**src/rtl/seg_scan_driver_if.sv**
```systemverilog
// Frame-load and display-pin bundle for seg_scan_driver.
// The master is the application side; the slave is the scan driver.
interface seg_scan_driver_if #(
  parameter int unsigned DIGITS = 6
);
  logic                  load;
  logic [4*DIGITS-1:0]   data_in;
  logic [DIGITS-1:0]     dp_in;
  logic [DIGITS-1:0]     blank_in;
  logic [DIGITS-1:0]     seg_sel;
  logic [7:0]            seg_data;
  logic                  frame_start;

  modport master (
    output load, data_in, dp_in, blank_in,
    input  seg_sel, seg_data, frame_start
  );

  modport slave (
    input  load, data_in, dp_in, blank_in,
    output seg_sel, seg_data, frame_start
  );
endinterface

```
**src/rtl/seg_scan_driver.sv**
```systemverilog
// Multiplexed common-anode seven-segment scanner with dead time and tear-free frame updates.
// Optional macro SEG_LEADING_ZERO_BLANK_EN suppresses leading zero digits.
module seg_scan_driver #(
  parameter int unsigned DIGITS      = 6,
  parameter int unsigned SCAN_DIV    = 2500,
  parameter int unsigned DEAD_CYCLES = 50
) (
  input  logic              clk,
  input  logic              rst,
  seg_scan_driver_if.slave  bus
);

  localparam int unsigned IDX_W = (DIGITS > 1) ? $clog2(DIGITS) : 1;
  localparam int unsigned DIV_W = (SCAN_DIV > 1) ? $clog2(SCAN_DIV) : 1;
  localparam logic [IDX_W-1:0] IDX_LAST = IDX_W'(DIGITS - 1);
  localparam logic [DIV_W-1:0] DIV_LAST = DIV_W'(SCAN_DIV - 1);
  localparam logic [DIV_W-1:0] DEAD_LIM = DIV_W'(DEAD_CYCLES);

  logic [DIV_W-1:0]      r_div;
  logic [IDX_W-1:0]      r_idx;
  logic                  r_pending;
  logic [4*DIGITS-1:0]   r_sh_data;
  logic [DIGITS-1:0]     r_sh_dp;
  logic [DIGITS-1:0]     r_sh_blank;
  logic [4*DIGITS-1:0]   r_act_data;
  logic [DIGITS-1:0]     r_act_dp;
  logic [DIGITS-1:0]     r_act_blank;
  logic [DIGITS-1:0]     r_seg_sel;
  logic [7:0]            r_seg_data;
  logic                  r_frame_start;

  logic                  w_slot_end;
  logic                  w_frame_wrap;
  logic [DIV_W-1:0]      w_div_nxt;
  logic [IDX_W-1:0]      w_idx_nxt;
  logic                  w_pending_nxt;
  logic [4*DIGITS-1:0]   w_act_data_nxt;
  logic [DIGITS-1:0]     w_act_dp_nxt;
  logic [DIGITS-1:0]     w_act_blank_nxt;
  logic [DIGITS-1:0]     w_lz;
  logic [3:0]            w_nib;
  logic                  w_dp;
  logic                  w_blank;
  logic [7:0]            w_font;
  logic [DIGITS-1:0]     w_sel_nxt;
  logic [7:0]            w_data_nxt;

  always_comb begin
    w_slot_end      = (r_div == DIV_LAST);
    w_frame_wrap    = w_slot_end && (r_idx == IDX_LAST);
    w_div_nxt       = w_slot_end ? '0 : r_div + 1'b1;
    w_idx_nxt       = r_idx;
    w_pending_nxt   = r_pending;
    w_act_data_nxt  = r_act_data;
    w_act_dp_nxt    = r_act_dp;
    w_act_blank_nxt = r_act_blank;
    if (w_slot_end) begin
      w_idx_nxt = (r_idx == IDX_LAST) ? '0 : r_idx + 1'b1;
    end
    // A load on the wrap cycle bypasses the shadow so it is never held a frame.
    if (w_frame_wrap) begin
      w_pending_nxt = 1'b0;
      if (bus.load) begin
        w_act_data_nxt  = bus.data_in;
        w_act_dp_nxt    = bus.dp_in;
        w_act_blank_nxt = bus.blank_in;
      end else if (r_pending) begin
        w_act_data_nxt  = r_sh_data;
        w_act_dp_nxt    = r_sh_dp;
        w_act_blank_nxt = r_sh_blank;
      end
    end else if (bus.load) begin
      w_pending_nxt = 1'b1;
    end
  end

`ifdef SEG_LEADING_ZERO_BLANK_EN
  logic w_run;

  always_comb begin
    w_lz  = '0;
    w_run = 1'b1;
    for (int unsigned i = DIGITS - 1; i >= 1; i--) begin
      w_run = w_run && (w_act_data_nxt[4*i +: 4] == 4'h0) && !w_act_dp_nxt[i];
      w_lz[i] = w_run;
    end
  end
`else
  assign w_lz = '0;
`endif

  // Outputs are decoded from next state so they line up with div/idx after the edge.
  always_comb begin
    w_nib     = 4'h0;
    w_dp      = 1'b0;
    w_blank   = 1'b1;
    w_sel_nxt = '1;
    for (int unsigned i = 0; i < DIGITS; i++) begin
      if (w_idx_nxt == IDX_W'(i)) begin
        w_nib        = w_act_data_nxt[4*i +: 4];
        w_dp         = w_act_dp_nxt[i];
        w_blank      = w_act_blank_nxt[i] | w_lz[i];
        w_sel_nxt[i] = 1'b0;
      end
    end
    if (w_div_nxt < DEAD_LIM) begin
      w_sel_nxt = '1;
    end
    case (w_nib)
      4'h0: w_font = 8'hC0;
      4'h1: w_font = 8'hF9;
      4'h2: w_font = 8'hA4;
      4'h3: w_font = 8'hB0;
      4'h4: w_font = 8'h99;
      4'h5: w_font = 8'h92;
      4'h6: w_font = 8'h82;
      4'h7: w_font = 8'hF8;
      4'h8: w_font = 8'h80;
      4'h9: w_font = 8'h90;
      4'hA: w_font = 8'h88;
      4'hB: w_font = 8'h83;
      4'hC: w_font = 8'hC6;
      4'hD: w_font = 8'hA1;
      4'hE: w_font = 8'h86;
      default: w_font = 8'h8E;
    endcase
    if (w_blank) begin
      w_data_nxt = 8'hFF;
    end else if (w_dp) begin
      w_data_nxt = w_font & 8'h7F;
    end else begin
      w_data_nxt = w_font;
    end
  end

  always_ff @(posedge clk or posedge rst) begin
    if (rst) begin
      r_div         <= '0;
      r_idx         <= '0;
      r_pending     <= 1'b0;
      r_sh_data     <= '0;
      r_sh_dp       <= '0;
      r_sh_blank    <= '1;
      r_act_data    <= '0;
      r_act_dp      <= '0;
      r_act_blank   <= '1;
      r_seg_sel     <= '1;
      r_seg_data    <= '1;
      r_frame_start <= 1'b0;
    end else begin
      r_div         <= w_div_nxt;
      r_idx         <= w_idx_nxt;
      r_pending     <= w_pending_nxt;
      r_act_data    <= w_act_data_nxt;
      r_act_dp      <= w_act_dp_nxt;
      r_act_blank   <= w_act_blank_nxt;
      r_seg_sel     <= w_sel_nxt;
      r_seg_data    <= w_data_nxt;
      r_frame_start <= w_frame_wrap;
      if (bus.load) begin
        r_sh_data  <= bus.data_in;
        r_sh_dp    <= bus.dp_in;
        r_sh_blank <= bus.blank_in;
      end
    end
  end

  assign bus.seg_sel     = r_seg_sel;
  assign bus.seg_data    = r_seg_data;
  assign bus.frame_start = r_frame_start;

endmodule
```
**src/flat_wrapper.sv**
```systemverilog
// flat-port wrapper written by rule: the top's interface ports become plain ports
module seg_scan_driver_flat 
#(
  parameter int unsigned DIGITS      = 6,
  parameter int unsigned SCAN_DIV    = 2500,
  parameter int unsigned DEAD_CYCLES = 50
)
  (clk, rst, bus_load, bus_data_in, bus_dp_in, bus_blank_in, bus_seg_sel, bus_seg_data, bus_frame_start);
  seg_scan_driver_if #(.DIGITS(DIGITS)) bus_i ();
  input  logic clk;
  input  logic rst;
  input wire logic [$bits(bus_i.load)-1:0] bus_load;
  input wire logic [$bits(bus_i.data_in)-1:0] bus_data_in;
  input wire logic [$bits(bus_i.dp_in)-1:0] bus_dp_in;
  input wire logic [$bits(bus_i.blank_in)-1:0] bus_blank_in;
  output wire logic [$bits(bus_i.seg_sel)-1:0] bus_seg_sel;
  output wire logic [$bits(bus_i.seg_data)-1:0] bus_seg_data;
  output wire logic [$bits(bus_i.frame_start)-1:0] bus_frame_start;
  assign bus_i.load = bus_load;
  assign bus_i.data_in = bus_data_in;
  assign bus_i.dp_in = bus_dp_in;
  assign bus_i.blank_in = bus_blank_in;
  assign bus_seg_sel = bus_i.seg_sel;
  assign bus_seg_data = bus_i.seg_data;
  assign bus_frame_start = bus_i.frame_start;
  seg_scan_driver #(.DIGITS(DIGITS), .SCAN_DIV(SCAN_DIV), .DEAD_CYCLES(DEAD_CYCLES)) u_core (.clk(clk), .rst(rst), .bus(bus_i));
endmodule
```
**config.mk**
```make
export PLATFORM = sky130hd
export DESIGN_NAME = seg_scan_driver_flat
export DESIGN_NICKNAME = d
export VERILOG_FILES = /design/src/rtl/seg_scan_driver_if.sv /design/src/rtl/seg_scan_driver.sv /design/src/flat_wrapper.sv
export SDC_FILE = /design/constraint.sdc
export NUM_CORES = 1
export LEC_CHECK = 0
export ABC_AREA = 1
export CORE_ASPECT_RATIO = 0.8
export CORE_MARGIN = 2
export CORE_UTILIZATION = 50
export CTS_CLUSTER_SIZE = 25
export DETAILED_ROUTE_END_ITERATION = 6
export PLACE_DENSITY = 0.72
export SETUP_SLACK_MARGIN = 0.02
export SLEW_MARGIN = 0
export SYNTH_ARGS = -nofsm -noshare
export SYNTH_HDL_FRONTEND = slang
export SYNTH_SLANG_ARGS = --single-unit
export TNS_END_PERCENT = 30
```
**constraint.sdc**
```tcl
create_clock -name clk -period 10.3 [get_ports clk]
set_clock_uncertainty 0.15 [all_clocks]
set_input_delay 1.545 -clock clk [delete_from_list [all_inputs] [get_ports clk]]
set_output_delay 1.545 -clock clk [all_outputs]
set_load 0.01 [all_outputs]
```
==> out/metrics.yaml, run 1 <==
status: "complete, no violations"
yosys_warnings: 0
die_h_um: 95.4
grt_pass1_vias: 4049
final_common_cell: "nand2_1"
cts_root_buf: "clkbuf_16"
globalplace.congestion: 0.882
cp-start-kind: "input pin"
synth_compound_area_share_pct: 5.80
hp-class: "register to register"
antenna_cells: 0
final_cell_mix: "nand2_1 (253), dfrtp_1 (77), inv_1 (57)"
synth.area.top_cells: "dfrtp_1 (37%), nand2_1 (18%), dfstp_2 (13%)"
final_util_pct: 60.2
synthSimpleGateAreaFrac_pct: 33.5
arrival_ns: 5.03
crit_type: "input pin to register"
track_usage_pct: 21.6
synthesis.nets: 687
final-setup-viol-count: 0
cts_buffers: 9
power_density_nw_per_um2: 135
cts_sinks: 103
cp.required_ns: 10.43
pin_count: 54
io_buffers: 53
max_freq_mhz: 204
cts_setup_buffers: 0
syn_avg_cell_area_um2: 8.14
hpwlAfterDp_um: 8060
switching_share_pct: 22.5
min_period_ns: 4.90
antenna_found_initial: 0
ir_worst_vdd_v: 0.0000860
internal_power_mw: 0.640
cts.path.max_buffers: 2
globalRoute.totalOverflow: 0
ys_seq_area_share_pct: 50.0
num_vias: 4116
async_flop_share_pct: 100
rsz0062_at_grt: "no"
p_sw_mw: 0.186
clk_latency_ns: 0.35
fp.dieArea_um2: 11300
end_kind: "register"
drt_pass1_iterations: 4
synth-edff-count: 0
reg2reg_depth: 14
p_comb_share_pct: 7.1
core_area_um2: 10200
ys_ff_latch: 103
synth_top_area_share_pct: 36.9
die_x_um: 118
vias_per_cell: 4.93
maxSlewHeadroom_pct: 36.9
wl_per_cell_um: 13.7
cts.clk_slew.worst_paths_ns: 0.07
finalNetCount: 736
cts_tree: "built"
rows: 33
grt_max_degree: 77
critPathMaxFanout: 38
syn_area_um2: 5220
ys_types: 40
seq_power_share_pct: 51.5
area_growth_pct: 17.6
synth_fa_ha_area_share_pct: 1.68
synthMuxAreaShare_pct: 1.27
fin_setup_tns_ns: 0
p_clk_share_pct: 41.4
drtAntennaViolNets: 0
slew_viol_final: 0
synth-main-ff-cell: "dfrtp_1"
cts_resized: 0
grt_pass1_wl_um: 19300
reg2reg_to: "u_core.bus.seg_data[5]$_DFF_PP1_"
drc: 0
wl_um: 11400
synthCells: 641
ctsHtreeMaxLevel: 3
min_period_over_period_pct: 47.6
synth_top_family_by_area: "simple AND/OR/NAND/NOR gates"
placed_cell_area_um2: 5830
hold_viol: 0
reg2reg_slack_ns: 7.19
yosysTopAreaCell: "dfrtp_1"
drive_above_1_share_pct: 15.3
cap_violations: 0
reg2reg_from: "u_core.r_pending$_DFFE_PP0P_"
startpoint: "bus_load"
crit_path_end: "u_core.bus.seg_data[5]$_DFF_PP1_"
synth_xor_area_share_pct: 0.504
leakagePower_nw: 3.15
start_util_pct: 51.1
drt_iter0_drc: 205
design_area_um2: 6130
tightestPinTransition_ns: 0.946
cts_hold_buffers: 0
layout make-up:
class	instances	area (um^2)
well taps	140	175
inverters	70	265
multi-input cells	450	2230
fillers	923	4060
clock buffers	11	243
clock inverters	5	57.6
repair buffers	56	553
flip-flops and latches	103	2610
how the worst min path moves through the flow:
stage	start	endpoint	slack, ns	cells past startpoint
2_1_floorplan	u_core.r_div[0]$_DFF_PP0_	u_core.r_div[0]$_DFF_PP0_	0.28	1
3_3_place_gp	u_core.r_sh_dp[0]$_DFFE_PP0P_	u_core.r_sh_dp[0]$_DFFE_PP0P_	0.30	2
3_5_place_dp	u_core.r_sh_data[21]$_DFFE_PP0P_	u_core.r_sh_data[21]$_DFFE_PP0P_	0.31	2
4_1_cts	u_core.r_sh_blank[0]$_DFFE_PP1P_	u_core.r_sh_blank[0]$_DFFE_PP1P_	0.32	2
5_1_grt	u_core.r_sh_data[16]$_DFFE_PP0P_	u_core.r_sh_data[16]$_DFFE_PP0P_	0.34	2
6_report	u_core.r_sh_blank[0]$_DFFE_PP1P_	u_core.r_sh_blank[0]$_DFFE_PP1P_	0.31	2
power by group through the flow:
stage | combinational (mW) | clock, mW | sequential, mW
2_1_floorplan | 0.0340 | 0 | 0.431
3_3_place_gp | 0.0576 | 0 | 0.432
3_5_place_dp | 0.0590 | 0 | 0.433
4_1_cts | 0.0595 | 0.349 | 0.426
5_1_grt | 0.0669 | 0.365 | 0.427
6_report | 0.0583 | 0.342 | 0.426
per-layer routing:
metal	vias to the layer above	wire, um	track usage, %
li1	2086	-	-
met1	1934	5570	30.0
met2	89	5270	34.9
met3	7	502	4.84
met4	0	80	5.52
met5	-	0	0
registers in the layout, indices dropped and copies added (netlist names):
name / flops
u_core.r_idx: 3
u_core.r_sh_dp: 6
u_core.r_act_dp: 6
u_core.r_act_data: 24
u_core.r_pending: 1
u_core.r_div: 12
u_core.r_sh_blank: 6
u_core.r_act_blank: 6
u_core.bus.frame_start: 1
u_core.r_sh_data: 24
u_core.bus.seg_sel: 6
u_core.bus.seg_data: 8
worst max-delay path: stages:
cell and delay (ns):
clkdlybuf4s50_1 0.46, buf_4 0.35, clkinv_1 0.71, buf_4 0.48
nand2_1 0.08, nand2_1 0.07, nand3_1 0.11, nand2_2 0.06
nand2_1 0.05, nand3_1 0.11, nor2_2 0.26, inv_1 0.14
ha_1 0.24, nand2_1 0.12, o21ai_1 0.08, nand2_1 0.07
nand2_1 0.05
logic make-up (layout without fill, tap and decap cells):
logic type | after synthesis | after routing
and+or+nand+nor | 382 | 382
DFF | 103 | 103
buffers and inverters | 88 | 142
AOI/OAI and AO/OA | 52 | 52
adders and majority gates | 7 | 7
muxes | 6 | 6
xor gates and xnor gates | 3 | 3
Yosys cell counts (9+ instances only):
library cell,number
a21oi_1,9
dfrtp_1,77
dfstp_2,26
inv_1,58
inv_2,11
nand2_1,253
nand2_2,14
nand3_1,33
nor2_1,40
nor2_4,9
o21ai_0,21
o21ai_1,11
stage by stage:
step | hold slack, ns | total power, mW | setup WS (ns) | std cells
global route | 0.343 | 0.858 | 5.09 | 835
CTS | 0.318 | 0.834 | 5.42 | 835
global placement | 0.299 | 0.490 | 5.21 | 819
finish | 0.314 | 0.826 | 5.40 | 835
floorplan | 0.283 | 0.465 | 5.94 | 641
detailed placement | 0.308 | 0.492 | 5.09 | 819
No activity file was read; power rests on OpenSTA's default activity.
==> inputs of run 2 (changes only) <==
==> constraint.sdc (replaced) <==
create_clock -name clk -period 4.7 [get_ports clk]
set_clock_uncertainty 0.15 [all_clocks]
set_input_delay 0.705 -clock clk [delete_from_list [all_inputs] [get_ports clk]]
set_output_delay 0.705 -clock clk [all_outputs]
set_load 0.01 [all_outputs]
==> out/metrics.yaml, run 2 (synthesis gave the netlist of run 1 again) <==
globalRoute.totalOverflow: 0  # unchanged
die_h_um: 95.4  # unchanged
drt_pass1_iterations: 5  # +1
drive_above_1_share_pct: 15.4  # +0.10 points
area_growth_pct: 17.3
io_buffers: 53  # unchanged
cp.required_ns: 4.82  # -5.61 ns
hold_viol: 0  # unchanged
rows: 33  # unchanged
finalNetCount: 738  # +0.27%
cts_hold_buffers: 0  # unchanged
leakagePower_nw: 3.15  # -0.13%
reg2reg_slack_ns: 1.50  # -5.69 ns
final_cells: 837  # +0.24%
end_kind: "register"
die_x_um: 118  # unchanged
ctsHtreeMaxLevel: 3  # unchanged
status: "complete, no violations"
critPathMaxFanout: 37  # -2.6%
min_period_ns: 3.39
crit_type: "input pin to register"
hp-class: "register to register"
drtAntennaViolNets: 0  # unchanged
crit_path_end: "u_core.bus.seg_data[0]$_DFF_PP1_"
tightestPinTransition_ns: 0.817  # -0.130 ns
fillCellCount: 889  # -3.7%
final_cell_mix: "nand2_1 (253), dfrtp_1 (77), inv_1 (57)"
final-setup-viol-count: 0  # unchanged
grt_pass1_vias: 4084  # +0.86%
power_density_nw_per_um2: 285  # +110%
fp.dieArea_um2: 11300  # unchanged
reg2reg_depth: 17  # +3
cts_root_buf: "clkbuf_16"
track_usage_pct: 22.3  # +0.69 points
top_regs: "u_core.r_act_data: 24 flops, u_core.r_sh_data: 24 flops, u_core.r_div: 12 flops"
vias_per_cell: 5.03  # +1.9%
wl_um: 11700  # +2.8%
cts_setup_buffers: 0  # unchanged
start_util_pct: 51.1  # unchanged
maxSlewHeadroom_pct: 45.5  # +8.6 points
crit_chain: "clkdlybuf4s50_1 -> buf_4 -> nor2_2 -> inv_1 -> nand2_4 -> nand2_2 -> nand2_2 -> nand2_1 -> nand3_1 -> nor2_2 -> inv_1 -> ha_1 -> nand4_1 -> nand2_1 -> nand2_1 -> nand3_1"
clk_latency_ns: 0.35  # about the same
pin_count: 54  # unchanged
num_vias: 4206  # +2.2%
min_period_over_period_pct: 72.0
cts_buffers: 9  # unchanged
placed_cells: 821  # +0.24%
antenna_found_initial: 0  # unchanged
hpwlAfterDp_um: 8410  # +4.3%
reg2reg_from: "u_core.r_div[0]$_DFF_PP0_"
crit_top_cell: "nand2_1"
final_common_cell: "nand2_1"
cts_sinks: 103  # unchanged
drc: 0  # unchanged
core_area_um2: 10200  # unchanged
fin_setup_tns_ns: 0  # unchanged
rsz0062_at_grt: "no"
globalplace.congestion: 0.937  # +6.2%
holdPathStages: 1  # -1
max_freq_mhz: 295
antenna_cells: 0  # unchanged
startpoint: "bus_load"
cts_tree: "built"
ir_worst_vdd_v: 0.000164  # +91%
cts_resized: 0  # unchanged
cts.path.max_buffers: 2  # unchanged
slew_viol_final: 0  # unchanged
wl_per_cell_um: 14.0  # +2.5%
cpPeakStageDelay_ns: 0.48  # -0.23 ns
cts.clk_slew.worst_paths_ns: 0.06  # about the same
grt_pass1_wl_um: 19700  # +1.9%
grt_max_degree: 46  # -40%
cap_violations: 0  # unchanged
worst_path_max_delay_cell: "clkdlybuf4s50_1"
reg2reg_to: "u_core.bus.seg_data[3]$_DFF_PP1_"
arrival_ns: 3.50  # -1.53 ns
cp-start-kind: "input pin"
drt_iter0_drc: 301  # +47%
run 2: changes by cell type in the layout (fill, tap and decap cells not counted):
cell | previous run | this run
clkinv_4 | 1 | 0
buf_4 | 3 | 5
bufinv_16 | 1 | 0
clkinv_1 | 2 | 1
clkbuf_1 | 1 | 3
clkinv_2 | 0 | 1
run 2: how the worst min path moves through the flow:
stage | from | end | slack (ns)
final | u_core.r_div[0]$_DFF_PP0_ | u_core.r_div[0]$_DFF_PP0_ | 0.31
after global routing | u_core.r_sh_blank[3]$_DFFE_PP1P_ | u_core.r_sh_blank[3]$_DFFE_PP1P_ | 0.34
after CTS | u_core.r_div[0]$_DFF_PP0_ | u_core.r_div[0]$_DFF_PP0_ | 0.32
after detailed placement | u_core.r_sh_dp[4]$_DFFE_PP0P_ | u_core.r_sh_dp[4]$_DFFE_PP0P_ | 0.30
after global placement | u_core.r_sh_dp[0]$_DFFE_PP0P_ | u_core.r_sh_dp[0]$_DFFE_PP0P_ | 0.30
after floorplan | u_core.r_div[0]$_DFF_PP0_ | u_core.r_div[0]$_DFF_PP0_ | 0.28
run 2: layer usage:
metal  global-route usage [%]  share of wire (%)  vias to the layer above
li1                         -                  -                     2090
met1                     29.6                 46                     1996
met2                     36.1                 47                      103
met3                     6.22                5.1                       17
met4                     6.83                1.8                        0
met5                        0                  0                        -
run 2: power by group:
part	total, mW	internal [mW]	leakage (nW)	switching [mW]
combinational	0.130	0.0554	1.81	0.0746
clock	0.684	0.373	0.126	0.310
sequential	0.933	0.922	1.21	0.0112
total	1.75	1.35	3.15	0.396
run 2: layout make-up:
cell class / instances / area (um^2) / area share (%)
timing repair buffer: 58 / 568 / 9.28
clock inverter: 3 / 20.0 / 0.327
tap: 140 / 175 / 2.86
inverter: 70 / 265 / 4.33
sequential: 103 / 2610 / 42.6
clock buffer: 13 / 250 / 4.09
multi-input combinational: 450 / 2230 / 36.5
run 2: stage by stage:
step | hold slack (ns) | worst slack, ns | instance area [um^2] | total power, mW | utilization, %
floorplan | 0.283 | 1.18 | 5220 | 1.02 | -
global placement | 0.300 | 1.07 | 5850 | 1.08 | 57.4
detailed placement | 0.305 | 0.980 | 5850 | 1.08 | 57.4
CTS | 0.318 | 1.34 | 6120 | 1.77 | 60.0
global route | 0.339 | 1.03 | 6120 | 1.83 | 60.0
finish | 0.311 | 1.31 | 6120 | 1.75 | 60.0
run 2: critical path, delay by kind of cell:
kind	cells	cell delay (ns)
and+or+nand+nor	11	1.19
adders and majority gates	1	0.23
buffers and inverters	4	1.34
==> inputs of run 3 (changes only) <==
==> constraint.sdc (replaced) <==
create_clock -name clk -period 3.36 [get_ports clk]
set_clock_uncertainty 0.15 [all_clocks]
set_input_delay 0.504 -clock clk [delete_from_list [all_inputs] [get_ports clk]]
set_output_delay 0.504 -clock clk [all_outputs]
set_load 0.01 [all_outputs]
==> out/metrics.yaml, run 3 (synthesis gave the netlist of run 1 again) <==
fin_setup_tns_ns: 0  # unchanged
vias_per_cell: 4.95  # -1.5%
dr_wl_met2_um: 5440  # -0.82%
cts_sinks: 103  # unchanged
final_cell_mix: "nand2_1 (253), dfrtp_1 (77), inv_1 (57)"
track_usage_pct: 22.2  # -0.15 points
switching_share_pct: 22.0  # -0.64 points
max_freq_mhz: 331
reg2reg_depth: 18  # +1
grt_pass1_wl_um: 19900  # +0.99%
top_layer: "met4"
leakagePower_nw: 3.21  # +2.0%
internal_power_mw: 2.03  # +50%
end_kind: "register"
die_x_um: 118  # unchanged
reg2reg_slack_ns: 0.34  # -1.16 ns
p_comb_share_pct: 7.1  # -0.3 points
power_density_nw_per_um2: 416  # +46%
cts_root_buf: "clkbuf_16"
cp.depth: 18  # +2
cpPeakStageDelay_ns: 0.37  # -0.11 ns
drive_above_1_share_pct: 16.6  # +1.2 points
status: "complete, no violations"
drc: 0  # unchanged
cap_violations: 0  # unchanged
fin_ws_ns: 0.341  # -0.974 ns
drt_iter0_drc: 239  # -21%
maxSlewHeadroom_pct: 44.9  # -0.69 points
wl_per_cell_um: 13.8  # -2.0%
crit_chain: "ha_1 -> nand2_1 -> nor2_1 -> nand3_2 -> nand2_1 -> nand2_2 -> nor2_2 -> nand2_1 -> a21oi_1 -> nor2_1 -> nand4_2 -> inv_2 -> ha_1 -> inv_1 -> nand2_1 -> nand2_1 -> nand2_1 -> nand3_1"
path_buf_inv: 2  # -2
dp_slack_ns: 0.247  # -0.733 ns
ctsHtreeMaxLevel: 3  # unchanged
rsz0062_at_grt: "no"
hold_start: "u_core.r_sh_dp[5]$_DFFE_PP0P_"
final_common_cell: "nand2_1"
die_h_um: 95.4  # unchanged
drtAntennaViolNets: 0  # unchanged
seq_power_share_pct: 50.2  # -3.2 points
wl_met3_um: 593  # -0.34%
slew_viol_final: 0  # unchanged
antenna_found_initial: 0  # unchanged
num_vias: 4188  # -0.43%
holdPathStages: 2  # +1
cp.required_ns: 3.49  # -1.33 ns
worst_path_max_delay_cell: "dfrtp_1"
finalNetCount: 747  # +1.2%
p_clk_share_pct: 42.7  # +3.6 points
rows: 33  # unchanged
area_growth_pct: 19.9
clk_latency_ns: 0.35  # about the same
fp.dieArea_um2: 11300  # unchanged
min_period_ns: 3.02
met1_length_um: 5470  # +0.22%
start_util_pct: 51.1  # unchanged
grt_max_degree: 70  # +52%
globalRoute.totalOverflow: 0  # unchanged
grt_pass1_vias: 4185  # +2.5%
hpwlAfterDp_um: 8370  # -0.49%
drt_pass1_iterations: 5  # unchanged
cp-start-kind: "register"
wl_um: 11600  # -0.93%
top_regs: "u_core.r_act_data: 24 flops, u_core.r_sh_data: 24 flops, u_core.r_div: 12 flops"
hp-class: "register to register"
io_buffers: 53  # unchanged
crit_type: "register to register"
tightestPinTransition_ns: 0.827  # +0.0103 ns
cts_tree: "built"
antenna_cells: 0  # unchanged
cts_buffers: 9  # unchanged
core_area_um2: 10200  # unchanged
cts.path.max_buffers: 2  # unchanged
pin_count: 54  # unchanged
hold_viol: 0  # unchanged
cts.clk_slew.worst_paths_ns: 0.07  # about the same
reg2reg_from: "u_core.r_div[0]$_DFF_PP0_"
globalplace.congestion: 0.855  # -8.7%
p_sw_mw: 0.573  # +45%
startpoint: "u_core.r_div[0]$_DFF_PP0_"
ir_worst_vdd_v: 0.000285  # +74%
critical_path.top_delay_family: "simple AND/OR/NAND/NOR gates"
critPathMaxFanout: 9  # -76%
min_period_over_period_pct: 89.9
crit_top_cell: "nand2_1"
arrival_ns: 3.15  # -0.35 ns
final-setup-viol-count: 0  # unchanged
run 3: per-layer routing:
layer / vias to the layer above / global-route usage [%]
li1: 2114 / -
met1: 1972 / 29.7
met2: 92 / 37.3
met3: 10 / 5.44
met4: 0 / 4.22
met5: - / 0
run 3: what timing repair did:
action,4_1_cts,5_1_grt
resized for setup,0,1
buffers inserted,0,0
hold buffers,0,0
endpoints found under the setup margin,0,1
run 3: path summary, 6_finish.rpt:
path                                                     to
setup / recovery           u_core.bus.seg_data[3]$_DFF_PP1_
hold reg to reg               u_core.r_sh_dp[5]$_DFFE_PP0P_
min in group asynchronous   u_core.r_act_data[19]$_DFF_PP0_
setup reg to reg           u_core.bus.seg_data[3]$_DFF_PP1_
hold / removal                u_core.r_sh_dp[5]$_DFFE_PP0P_
max in group asynchronous    u_core.r_act_data[0]$_DFF_PP0_
run 3: power by group through the flow:
| stage | combinational, mW | clock [mW] | sequential, mW |
|---|---|---|---|
| 2_1_floorplan | 0.104 | 0 | 1.32 |
| 3_3_place_gp | 0.183 | 0 | 1.32 |
| 3_5_place_dp | 0.187 | 0 | 1.33 |
| 4_1_cts | 0.190 | 1.13 | 1.30 |
| 5_1_grt | 0.214 | 1.18 | 1.31 |
| 6_report | 0.186 | 1.11 | 1.30 |
run 3: final cells by class:
| cell class | instances | area (um^2) |
|---|---|---|
| multi-input cells | 451 | 2250 |
| clock inverters | 5 | 83.8 |
| repair buffers | 66 | 641 |
| well taps | 140 | 175 |
| clock buffers | 11 | 233 |
| inverters | 70 | 265 |
| flip-flops and latches | 103 | 2610 |
| fillers | 937 | 3950 |
run 3: metrics by stage:
stage | cell area (um^2) | cells | hold slack, ns | total power, mW | utilization [%]
3_3_place_gp | 5920 | 829 | 0.296 | 1.51 | 58.1
5_1_grt | 6250 | 846 | 0.338 | 2.70 | 61.3
4_1_cts | 6240 | 845 | 0.322 | 2.63 | 61.2
3_5_place_dp | 5920 | 829 | 0.307 | 1.51 | 58.1
2_1_floorplan | 5220 | 641 | 0.283 | 1.43 | -
6_report | 6250 | 846 | 0.314 | 2.60 | 61.3
run 3: worst min-delay path, cell delays in order, from the launching register on:
cell and delay, ns:
dfrtp_1 0.32, nand2_1 0.05, nand2_1 0.06
